===== config.mk =====
export PLATFORM = sky130hd
export DESIGN_NAME = mux_rr_arbiter
export DESIGN_NICKNAME = d
export VERILOG_FILES = /design/src/rtl/mux_arb_pkg.sv /design/src/rtl/rr_priority_pick.sv /design/src/rtl/mux_rr_arbiter.sv
export SDC_FILE = /design/constraint.sdc
export NUM_CORES = 1
export LEC_CHECK = 0
export CAP_MARGIN = 25
export CORE_ASPECT_RATIO = 1.75
export CORE_UTILIZATION = 43
export CTS_BUF_LIST = sky130_fd_sc_hd__clkbuf_8 sky130_fd_sc_hd__clkbuf_16
export DETAILED_ROUTE_END_ITERATION = 10
export PLACE_DENSITY = 0.86
export REMOVE_ABC_BUFFERS = 1
export SYNTH_ARGS = -nofsm -noshare
export SYNTH_HDL_FRONTEND = slang
export SYNTH_HIERARCHICAL = 1
export SYNTH_SLANG_ARGS = --single-unit
export TNS_END_PERCENT = 100

===== constraint.sdc =====
create_clock -name i_clk -period 2.3 [get_ports i_clk]
set_input_delay 0.23 -clock i_clk [delete_from_list [all_inputs] [get_ports i_clk]]
set_output_delay 0.23 -clock i_clk [all_outputs]
set_load 0.05 [all_outputs]

===== src/rtl/mux_arb_pkg.sv =====
// mux_arb_pkg: shared arbiter state encoding and parameter legality checks
package mux_arb_pkg;
   typedef enum logic {IDLE = 1'b0, BUSY = 1'b1} state_t;
   function automatic bit max_beats_ok(input int m);
      return (m >= 1) && (m <= 65535);
   endfunction
   function automatic bit n_req_ok(input int n);
      return (n >= 2) && (n <= 16);
   endfunction
endpackage


===== src/rtl/rr_priority_pick.sv =====
// rr_priority_pick: first set request searching upward from i_ptr with wrap
// Ports: i_req request vector, i_ptr search start, o_win winner index, o_any any request set
module rr_priority_pick #(
   parameter int N_REQ = 4,
   localparam int SEL_W = $clog2(N_REQ)
) (
   input  logic [N_REQ-1:0] i_req,
   input  logic [SEL_W-1:0] i_ptr,
   output logic [SEL_W-1:0] o_win,
   output logic             o_any
);
   logic [SEL_W:0] s;
   // Walk offsets from farthest to nearest so the nearest set request wins.
   always_comb begin
      o_win = '0;
      s = '0;
      for (int i = N_REQ - 1; i >= 0; i--) begin
         s = (SEL_W+1)'(i) + {1'b0, i_ptr};
         s = (s >= (SEL_W+1)'(N_REQ)) ? s - (SEL_W+1)'(N_REQ) : s;
         o_win = i_req[s[SEL_W-1:0]] ? s[SEL_W-1:0] : o_win;
      end
   end
   assign o_any = |i_req;
endmodule


===== src/rtl/mux_rr_arbiter.sv =====
// mux_rr_arbiter: round-robin packet arbiter driving an N:1 mux into a registered valid/ready stage
// Ports: i_valid/i_data/i_last/o_ready per requester; o_valid/o_data/o_last/o_src/o_trunc/i_ready downstream;
//        o_busy high while a grant is held; i_clk, i_rst_n (async active-low)
module mux_rr_arbiter #(
   parameter int N_REQ = 4,
   parameter int DATA_W = 8,
   parameter int MAX_BEATS = 16,
   localparam int SEL_W = $clog2(N_REQ)
) (
   input  logic                    i_clk,
   input  logic                    i_rst_n,
   input  logic [N_REQ-1:0]        i_valid,
   input  logic [N_REQ*DATA_W-1:0] i_data,
   input  logic [N_REQ-1:0]        i_last,
   output logic [N_REQ-1:0]        o_ready,
   output logic                    o_valid,
   output logic [DATA_W-1:0]       o_data,
   output logic                    o_last,
   output logic [SEL_W-1:0]        o_src,
   input  logic                    i_ready,
   output logic                    o_busy,
   output logic                    o_trunc
);
   import mux_arb_pkg::*;
   localparam int CNT_W = $clog2(MAX_BEATS + 1);
   if (!max_beats_ok(MAX_BEATS)) begin : g_bad_max_beats
      $error("MAX_BEATS must be within 1..65535");
   end
   if (!n_req_ok(N_REQ)) begin : g_bad_n_req
      $error("N_REQ must be within 2..16");
   end
   state_t             state_q, state_d;
   logic [SEL_W-1:0]   grant_q, grant_d, ptr_q, ptr_d, src_q, src_d, win, ptr_nxt;
   logic [CNT_W-1:0]   cnt_q, cnt_d, cnt_inc;
   logic               valid_q, valid_d, last_q, last_d, trunc_q, trunc_d;
   logic [DATA_W-1:0]  data_q, data_d, beat;
   logic               any, acc, hit_max, is_last, done;
   rr_priority_pick #(.N_REQ(N_REQ)) u_pick (
      .i_req(i_valid),
      .i_ptr(ptr_q),
      .o_win(win),
      .o_any(any)
   );
   // Only the granted requester may be ready, and only when the output stage can take a beat.
   always_comb begin
      o_ready = '0;
      if (state_q == BUSY) o_ready[grant_q] = ~valid_q | i_ready;
   end
   always_comb begin
      beat = '0;
      for (int k = 0; k < N_REQ; k++)
         if (grant_q == SEL_W'(k)) beat = i_data[k*DATA_W +: DATA_W];
   end
   assign acc     = o_ready[grant_q] & i_valid[grant_q];
   assign is_last = i_last[grant_q];
   assign cnt_inc = cnt_q + 1'b1;
   assign hit_max = cnt_inc == CNT_W'(MAX_BEATS);
   assign done    = acc & (is_last | hit_max);
   assign ptr_nxt = (grant_q == SEL_W'(N_REQ - 1)) ? '0 : grant_q + 1'b1;
   always_comb begin
      state_d = state_q;
      grant_d = grant_q;
      ptr_d   = ptr_q;
      cnt_d   = cnt_q;
      valid_d = valid_q;
      data_d  = data_q;
      last_d  = last_q;
      src_d   = src_q;
      trunc_d = trunc_q;
      if (state_q == IDLE) begin
         state_d = any ? BUSY : IDLE;
         grant_d = any ? win : grant_q;
      end else if (acc) begin
         state_d = done ? IDLE : BUSY;
         ptr_d   = done ? ptr_nxt : ptr_q;
         cnt_d   = done ? '0 : cnt_inc;
      end
      if (acc) begin
         valid_d = 1'b1;
         data_d  = beat;
         last_d  = is_last | hit_max;
         src_d   = grant_q;
         trunc_d = hit_max & ~is_last;
      end else if (valid_q & i_ready) begin
         valid_d = 1'b0;
         trunc_d = 1'b0;
      end
   end
   always_ff @(posedge i_clk or negedge i_rst_n) begin
      if (!i_rst_n) begin
         state_q <= IDLE;
         grant_q <= '0;
         ptr_q   <= '0;
         cnt_q   <= '0;
         valid_q <= 1'b0;
         data_q  <= '0;
         last_q  <= 1'b0;
         src_q   <= '0;
         trunc_q <= 1'b0;
      end else begin
         state_q <= state_d;
         grant_q <= grant_d;
         ptr_q   <= ptr_d;
         cnt_q   <= cnt_d;
         valid_q <= valid_d;
         data_q  <= data_d;
         last_q  <= last_d;
         src_q   <= src_d;
         trunc_q <= trunc_d;
      end
   end
   assign o_valid = valid_q;
   assign o_data  = data_q;
   assign o_last  = last_q;
   assign o_src   = src_q;
   assign o_trunc = trunc_q;
   assign o_busy  = state_q == BUSY;
endmodule


==> results.sh <==
export IMPL_worstMarginPinSlew_ns=0.552
export IMPL_critical_path_cell_count=8
export IMPL_slew_violations=0
export IMPL_dieHeight_um=79.3
export IMPL_syn_inst=172
export IMPL_cts_tree="done"
export IMPL_grt_max_degree=24
export IMPL_run_status="complete, no violations"
export IMPL_synthTopCellsByArea="dfrtp_1, o21ai_0, nand2_1"
export IMPL_final_min_clock_period_ns=2.08
export IMPL_antenna_found_initial=0
export IMPL_skew_ns=0.00560
export IMPL_slowest_delay_ns=0.51
export IMPL_syn2layout_area_growth_pct=52.2
export IMPL_fillers=259
export IMPL_register_area_sq_um=576
export IMPL_cp_end_kind="register"
export IMPL_grtUsageTotal_pct=26.0
export IMPL_max_clock_freq_ghz=0.482
export IMPL_yosysUniqueCellTypes=38
export IMPL_htree_levels=1
export IMPL_nNetsFinal=287
export IMPL_fin_crit_sh_pct=90.3
export IMPL_cts_buffers=3
export IMPL_seq_area_frac_synth_pct=39.2
export IMPL_r2r_worst_path_cells=8
export IMPL_synth_warning_count=6
export IMPL_slew_headroom_pct=63.1
export IMPL_crit_path_frequent_cell="o211ai_1"
export IMPL_start_util_pct=45.7
export IMPL_drtPass1Iterations=4
export IMPL_placedCellCount=276
export IMPL_ios=61
export IMPL_setup_viol=0
export IMPL_clk_latency_ns=0.27
export IMPL_wirelength_um=4290
export IMPL_timing_final_ws_setup_ns=0.224
export IMPL_synth_top_area_share_pct=39.2
export IMPL_dp_slack_ns=0.154
export IMPL_detail_route_antenna_nets=0
export IMPL_dr_total_vias=1532
export IMPL_peakVddDrop_mv=0.839
export IMPL_num_rows=27
export IMPL_yosys_area_top_type="dfrtp_1"
export IMPL_drt_iter0_markers=30
export IMPL_layoutNonFillerInstCount=281
export IMPL_cap_violations=0
export IMPL_port_buffers=60
export IMPL_critical_path_peak_fanout=9
export IMPL_leakagePower_nw=0.939
export IMPL_syn_cell_area_sq_um=1470
export IMPL_grt_pass1_vias=1550
export IMPL_path_clk_slew_ns=0.08
export IMPL_antenna_cells=0
export IMPL_routabilityCongestion=0.853
export IMPL_viasPerCell=5.45
export IMPL_core_sq_um=3210
export IMPL_startpoint_type="register"
export IMPL_clock_sinks=23
export IMPL_grt_pass1_wl_um=6910
export IMPL_power_density_nw_per_um2=1340
export IMPL_routedWlPerCell_um=15.3
export IMPL_critical_path_top_delay_family="simple AND/OR/NAND/NOR gates"
export IMPL_clock_path_buffers=2
export IMPL_hpwl_um=3220
export IMPL_hold_buffers=0
export IMPL_rsz0062_at_grt="no"
export IMPL_holdCritPathClass="in2async"
export IMPL_final_hold_viol_count=0
export IMPL_crit_required_ns=2.48
export IMPL_critPathBufInv=2
export IMPL_grt_overflow_total=0
export IMPL_ys_ff_latch=23
export IMPL_drc=0
export IMPL_die_w_um=46.1
export IMPL_dieArea_sq_um=3660
export IMPL_cp_cell_sequence="inv_1 > ha_1 > nand2_1 > o21ai_0 > o211ai_1 > buf_4 > or4_1 > o211ai_1"
export IMPL_worstSetupPathType="reg2reg"
export IMPL_avgSynthCellArea_sq_um=8.53
export IMPL_root_buffer="clkbuf_8"
export IMPL_multi_input_area_sq_um=816
export IMPL_drive_gt1_share_pct=10.9
export IMPL_critPathArrivalTime_ns=2.26
export IMPL_critPathSlowestCell="or4_1"
synthesized netlist by cell type, drive strengths merged:
cell type   n
nor3        4
o21ai      22
nor2        8
a211oi      2
dfrtp      23
nand2b      5
or4b        1
nand3b      1
nor2b       6
a21oi      14
o2bb2ai     1
mux4        1
nand4b      1
o41ai       1
and3        4
a22oi       4
nor3b       1
mux2        1
or4         1
clkbuf      5
and2        2
a221oi      4
o211ai      3
mux2i       1
inv         8
o31ai       1
a32o        1
a31oi       1
nand3       6
nand2      28
a21boi      1
o311ai      1
ha          5
buf         4
metrics by stage:
stage               setup TNS (ns)  util, %  hold WS, ns  instance area, sq um  total power [mW]
finish                           0     69.6        0.335                  2230              3.00
global route                     0     69.6        0.351                  2230              3.22
CTS                              0     69.3        0.349                  2220              2.98
detailed placement               0     67.9        0.475                  2180              2.72
global placement                 0     67.9        0.462                  2180              2.67
floorplan                    -4.79        -      -0.0656                  1420              1.98
placed cells by master (no fill, tap or decap), types with 2 or more instances in the layout:
| master | synthesis | routed |
|---|---|---|
| a21oi_1 | 14 | 14 |
| a221oi_1 | 4 | 4 |
| a22oi_1 | 4 | 4 |
| and2_1 | 2 | 2 |
| and3_1 | 4 | 4 |
| buf_12 | 0 | 3 |
| buf_4 | 0 | 12 |
| clkbuf_8 | 0 | 3 |
| clkdlybuf4s50_1 | 0 | 56 |
| dfrtp_1 | 23 | 23 |
| ha_1 | 5 | 5 |
| inv_1 | 8 | 8 |
| nand2_1 | 28 | 28 |
| nand2b_1 | 4 | 4 |
| nand3_1 | 6 | 6 |
| nor2_1 | 7 | 7 |
| nor2b_1 | 6 | 6 |
| nor3_1 | 4 | 4 |
| o211ai_1 | 3 | 3 |
| o21ai_0 | 22 | 22 |
flip-flops by register name, summed over array words and instances (netlist names):
signal and flops:
o_trunc 1, ptr_q 2, o_last 1, cnt_q 5, o_data 8, o_busy 1, o_valid 1, o_src 2
grant_q 2
cells by family after synthesis:
| kind of cell | Yosys count | synth area share (%) |
|---|---|---|
| and+or+nand+nor | 68 | 23.0 |
| buffers and inverters | 17 | 5.12 |
| DFF | 23 | 39.2 |
| adders and majority gates | 5 | 4.27 |
| muxes | 3 | 3.24 |
| AOI/OAI and AO/OA | 56 | 25.1 |
path summary, 6_finish.rpt:
kind / from / end / slack [ns]
worst max-delay path: grant_q[1] / cnt_q[3] / 0.22
worst min register to register: o_data[4] / o_data[4] / 0.49
worst min-delay path: i_rst_n / o_trunc / 0.33
worst max register to register: grant_q[1] / cnt_q[3] / 0.22
min in group i_clk: o_data[4] / o_data[4] / 0.49
max in group asynchronous: i_rst_n / cnt_q[2] / 1.74
where the power goes:
group / internal (mW) / total, mW / switching, mW
clock network: 0.121 / 0.253 / 0.132
registers: 0.579 / 0.740 / 0.160
logic: 0.802 / 2.01 / 1.20
total: 1.50 / 3.00 / 1.50
layout make-up:
cell class,count,share of cell area (%)
Multi-Input combinational cell,132,36.5
Timing Repair Buffer,71,31.8
Sequential cell,23,25.8
Tap cell,43,2.41
Clock buffer,3,1.85
Inverter,8,1.35
Clock inverter,1,0.224
metal layers:
layer  routed length, um  track usage [%]  up-vias  share of wire (%)
met3                 212             4.09       13                4.9
li1                    -                -      747                  -
met5                   0                0        -                  0
met1                1630             27.0      712                 38
met4                 119             11.2        0                2.8
met2                2330             47.7       60                 54
repair_timing:
item | CTS | global route
setup endpoints to repair | 0 | 1
resized for setup | 0 | 0
setup buffers | 0 | 1
(Power assumes the default switching activity.)
